**src/rtl/irq_agg_pkg.sv**
```systemverilog
// Shared FSM state type and default sizing for the interrupt aggregator.
// No datapath of its own; imported by irq_aggregator and irq_holdoff_fsm.
package irq_agg_pkg;

  typedef enum logic [1:0] {
    IDLE    = 2'd0,
    ASSERT  = 2'd1,
    HOLDOFF = 2'd2
  } irq_agg_state_t;

  localparam int N_SRC_DEF     = 8;
  localparam int HOLDOFF_W_DEF = 12;
  localparam int CNT_W_DEF     = 16;

endpackage

```
**src/rtl/irq_holdoff_fsm.sv**
```systemverilog
// Level-interrupt FSM: asserts one cycle after status goes nonzero, then rate-limits re-assertion.
// Registered irq_out; no backpressure, holdoff_cycles is sampled on leaving ASSERT.
module irq_holdoff_fsm
  import irq_agg_pkg::*;
#(
  parameter int HOLDOFF_W = HOLDOFF_W_DEF
) (
  input  logic                 clk,
  input  logic                 rst_n,
  input  logic                 any_status,
  input  logic [HOLDOFF_W-1:0] holdoff_cycles,
  output logic                 irq_out
);

  irq_agg_state_t       state_q;
  logic [HOLDOFF_W-1:0] hcnt_q;

  always_ff @(posedge clk) begin
    if (!rst_n) begin
      state_q <= IDLE;
      hcnt_q  <= '0;
      irq_out <= 1'b0;
    end else begin
      case (state_q)
        IDLE: begin
          if (any_status) begin
            state_q <= ASSERT;
            irq_out <= 1'b1;
          end
        end
        ASSERT: begin
          if (!any_status) begin
            irq_out <= 1'b0;
            if (holdoff_cycles == '0) begin
              state_q <= IDLE;
            end else begin
              // Loading N-1 makes HOLDOFF last exactly N cycles before IDLE.
              state_q <= HOLDOFF;
              hcnt_q  <= holdoff_cycles - HOLDOFF_W'(1);
            end
          end
        end
        HOLDOFF: begin
          if (hcnt_q == '0) begin
            state_q <= IDLE;
          end else begin
            hcnt_q <= hcnt_q - HOLDOFF_W'(1);
          end
        end
        default: begin
          state_q <= IDLE;
          irq_out <= 1'b0;
        end
      endcase
    end
  end

endmodule

```
**src/rtl/irq_aggregator.sv**
```systemverilog
// Latches per-source irq pulses into pending/overflow, masks by enable, drives one rate-limited level irq.
// Pulse->pending 1 cycle, pending->irq_out 1 cycle; no backpressure. IRQ_COUNT_EN adds saturating event counters.
module irq_aggregator
  import irq_agg_pkg::*;
#(
  parameter  int N_SRC     = N_SRC_DEF,
  parameter  int HOLDOFF_W = HOLDOFF_W_DEF,
  parameter  int CNT_W     = CNT_W_DEF,
  localparam int SEL_W     = (N_SRC > 1) ? $clog2(N_SRC) : 1
) (
  input  logic                 clk,
  input  logic                 rst_n,
  input  logic [N_SRC-1:0]     irq_pulse,
  input  logic                 en_wr,
  input  logic [N_SRC-1:0]     en_wdata,
  input  logic                 clr_wr,
  input  logic [N_SRC-1:0]     clr_wdata,
  input  logic [HOLDOFF_W-1:0] holdoff_cycles,
  output logic [N_SRC-1:0]     enable,
  output logic [N_SRC-1:0]     pending,
  output logic [N_SRC-1:0]     status,
  output logic [N_SRC-1:0]     overflow,
  output logic                 irq_out,
  input  logic [SEL_W-1:0]     cnt_sel,
  input  logic                 cnt_clr,
  output logic [CNT_W-1:0]     cnt_data
);

  logic [N_SRC-1:0] clr_hit;

  assign clr_hit = clr_wr ? clr_wdata : '0;
  assign status  = pending & enable;

  // A pulse coincident with a clear wins for pending, so no event is lost.
  always_ff @(posedge clk) begin
    if (!rst_n) begin
      enable   <= '0;
      pending  <= '0;
      overflow <= '0;
    end else begin
      if (en_wr) begin
        enable <= en_wdata;
      end
      pending  <= (pending & ~clr_hit) | irq_pulse;
      overflow <= (overflow | (irq_pulse & pending)) & ~clr_hit;
    end
  end

  irq_holdoff_fsm #(
    .HOLDOFF_W (HOLDOFF_W)
  ) u_fsm (
    .clk            (clk),
    .rst_n          (rst_n),
    .any_status     (|status),
    .holdoff_cycles (holdoff_cycles),
    .irq_out        (irq_out)
  );

`ifdef IRQ_COUNT_EN
  // Array padded to a power of two so any cnt_sel value reads a defined (zero) slot.
  localparam int N_SLOT = 1 << SEL_W;

  logic [N_SLOT-1:0] pulse_ext;
  logic [CNT_W-1:0]  cnt_q [N_SLOT];

  assign pulse_ext = N_SLOT'(irq_pulse);

  always_ff @(posedge clk) begin
    if (!rst_n) begin
      for (int i = 0; i < N_SLOT; i++) begin
        cnt_q[i] <= '0;
      end
    end else begin
      for (int i = 0; i < N_SLOT; i++) begin
        if (cnt_clr && (cnt_sel == SEL_W'(i))) begin
          cnt_q[i] <= CNT_W'(pulse_ext[i]);
        end else if (pulse_ext[i] && (cnt_q[i] != '1)) begin
          cnt_q[i] <= cnt_q[i] + CNT_W'(1);
        end
      end
    end
  end

  assign cnt_data = cnt_q[cnt_sel];
`else
  logic unused_cnt;

  assign unused_cnt = ^{cnt_sel, cnt_clr};
  assign cnt_data   = '0;
`endif

endmodule

```
**config.mk**
```make
export PLATFORM = sky130hd
export DESIGN_NAME = irq_aggregator
export DESIGN_NICKNAME = d
export VERILOG_FILES = /design/src/rtl/irq_agg_pkg.sv /design/src/rtl/irq_holdoff_fsm.sv /design/src/rtl/irq_aggregator.sv
export SDC_FILE = /design/constraint.sdc
export NUM_CORES = 1
export LEC_CHECK = 0
export ABC_AREA = 1
export ABC_CLOCK_PERIOD_IN_PS = 2300
export CAP_MARGIN = 20
export CORE_UTILIZATION = 42
export DETAILED_ROUTE_END_ITERATION = 10
export PLACE_DENSITY_LB_ADDON = 0.05
export SYNTH_ARGS = -nofsm -noshare
export SYNTH_HDL_FRONTEND = slang
export SYNTH_SLANG_ARGS = --single-unit
```
**constraint.sdc**
```tcl
create_clock -name clk -period 2.3 [get_ports clk]
set_clock_uncertainty 0.05 [all_clocks]
set_input_delay 0.46 -clock clk [delete_from_list [all_inputs] [get_ports clk]]
set_output_delay 0.46 -clock clk [all_outputs]
set_load 0.005 [all_outputs]
```
==> metrics.csv <==
metric,value,unit
hold_path.class,reg -> reg,
die_y,73.8,um
ys_seq_area_frac,0.360,
ys_ff_latch,39,
nFillCells,492,
grt_pass1_wl,8870,um
leakagePower,1.47,nW
placed_cells,479,
avgSynthCellArea,6.30,um2
viasPerCell,4.51,
cts_buffers,5,
globalRouteOverflowTotal,0,
arrival,2030,ps
clockRootBuffer,clkbuf_8,
dieArea,5450,um2
crit_type,in -> reg,
busiest_layer,met2,
finalSetupTns,0,ps
drive_gt1_frac,0.0738,
synth.area.top_cells,"dfxtp_1, nand2_1, nor2_1",
yosysTopAreaCellShare,0.360,
cts_hold_buf,0,
cp_data_required_time,2440,ps
ir_worst_vdd,0.371,mV
path_clk_slew,80,ps
grt_use_met3,0.0823,
synth_edf_count,0,
drtAntennaViolNets,0,
cp-end-kind,flop,
worstSetupStartpointType,input port,
p_per_area,636,nW/um2
wl_per_cell,11.1,um
wl,5430,um
cts.repair.resized,0,
cts_sinks,39,
io_buffers,72,
hold_viol,0,
postLayoutCellArea,3010,um2
htree_levels,2,
finalSetupViolCount,0,
cts_buffer_depth,2,
fin_crit_sh,0.821,
finalNetCount,464,
layout.cells.non_filler,487,
grt_max_degree,18,
post-cts-setup-buffer-count,0,
maxCapViolations,0,
routabilityCongestion,0.872,
clk-insertion-delay-late,290,ps
initialDrtViolationCount,122,
start_util,0.447,
ys_types,25,
grt_pass1_vias,1959,
worst-path-max-fanout,3,
rsz0062_at_grt,false,
synth_area,2170,um2
placed_area,2900,um2
syn_to_final_growth,39.0,%
grt_usage,0.215,
synth_ff_type,dfxtp_1,
synth_common_cells,"nand2_1, nor2_1, inv_1",
antenna_cells,0,
met2_usage,0.362,
fp-row-count,25,
detail_route.first_pass.iterations,4,
yosys_warnings,0,
grtUsageMet1,0.258,
status,"complete, no violations",
die_w,73.8,um
cts_tree,built,
synth_most_common_cell,nand2_1,
detailed_place_hpwl,4120,um
route.detailed.drc,0,
async_reset_ff_frac,0,
finalCriticalPeriod,1890,ps
synthCells,344,
yosys.area.top_type,dfxtp_1,
core,4850,um2
io_pins,93,
antenna_found_initial,0,
vias,2195,
drv_slew,0,
fmax,530,MHz
total_power,1.92,mW
metrics by stage:
step / utilization / hold WS [ps] / setup WS [ps]
floorplan: - / 410 / 645
global placement: 0.597 / 403 / 165
detailed placement: 0.597 / 411 / 159
CTS: 0.621 / 436 / 440
global route: 0.621 / 455 / 219
finish: 0.621 / 428 / 412
critical path, stage by stage:
cell	delay, ps
clkdlybuf4s50_1	420
o21ai_0	260
ha_1	250
nand2_1	70
nor2_1	170
nand3_1	120
nand2_1	70
nand3_1	70
nand2_1	80
inv_1	30
registers in the layout, summed over array words and instances, names as in the netlist:
name and cells:
overflow 8, u_fsm.state_q 2, u_fsm.hcnt_q 12, enable 8
pending 8, u_fsm.irq_out 1
layer usage:
layer	share of wire	vias up
li1	-	1174
met1	0.45	946
met2	0.47	73
met3	0.075	2
met4	0.0029	0
met5	0	-
cells in the final DEF (no fill, tap or decap), types with 5 or more instances in the layout:
cell / count
a21oi_1: 18
buf_4: 5
clkbuf_8: 6
clkdlybuf4s50_1: 72
conb_1: 16
dfxtp_1: 39
inv_1: 42
nand2_1: 83
nand2_2: 9
nand3_1: 21
nor2_1: 68
o21ai_0: 17
cell type report:
cell class	count	area [um2]	share of cell area
Clock buffer	6	82.6	0.0274
Clock inverter	2	35.0	0.0116
Inverter	46	173	0.0573
Multi-Input combinational cell	250	1100	0.365
Sequential cell	39	781	0.259
Tap cell	67	83.8	0.0278
Timing Repair Buffer	77	758	0.252
power by group:
part | total (mW) | internal (mW) | switching, mW | leakage [nW]
Sequential | 0.796 | 0.747 | 0.0485 | 0.322
Combinational | 0.532 | 0.242 | 0.290 | 1.09
Clock | 0.590 | 0.351 | 0.239 | 0.0612
kinds of logic (layout without fill, tap and decap cells):
family                     after synthesis  count (layout)  share of synthesized area
AOI/OAI and AO/OA                       39              39                     0.0901
xor gates and xnor gates                 3               3                     0.0121
adders and majority gates                1               1                    0.00577
buffers and inverters                   70             131                      0.158
DFF                                     39              39                      0.360
other                                    1              16                    0.00173
and+or+nand+nor                        191             191                      0.372
final timing paths:
path | start | end | slack (ps) | cells past startpoint
worst max-delay path | holdoff_cycles[0] | u_fsm.hcnt_q[10] | 410 | 10
worst min-delay path | overflow[1] | overflow[1] | 430 | 2
worst max register to register | u_fsm.state_q[1] | u_fsm.hcnt_q[10] | 460 | 12
worst min register to register | overflow[1] | overflow[1] | 430 | 2
No activity file was read; power rests on OpenSTA's default activity.
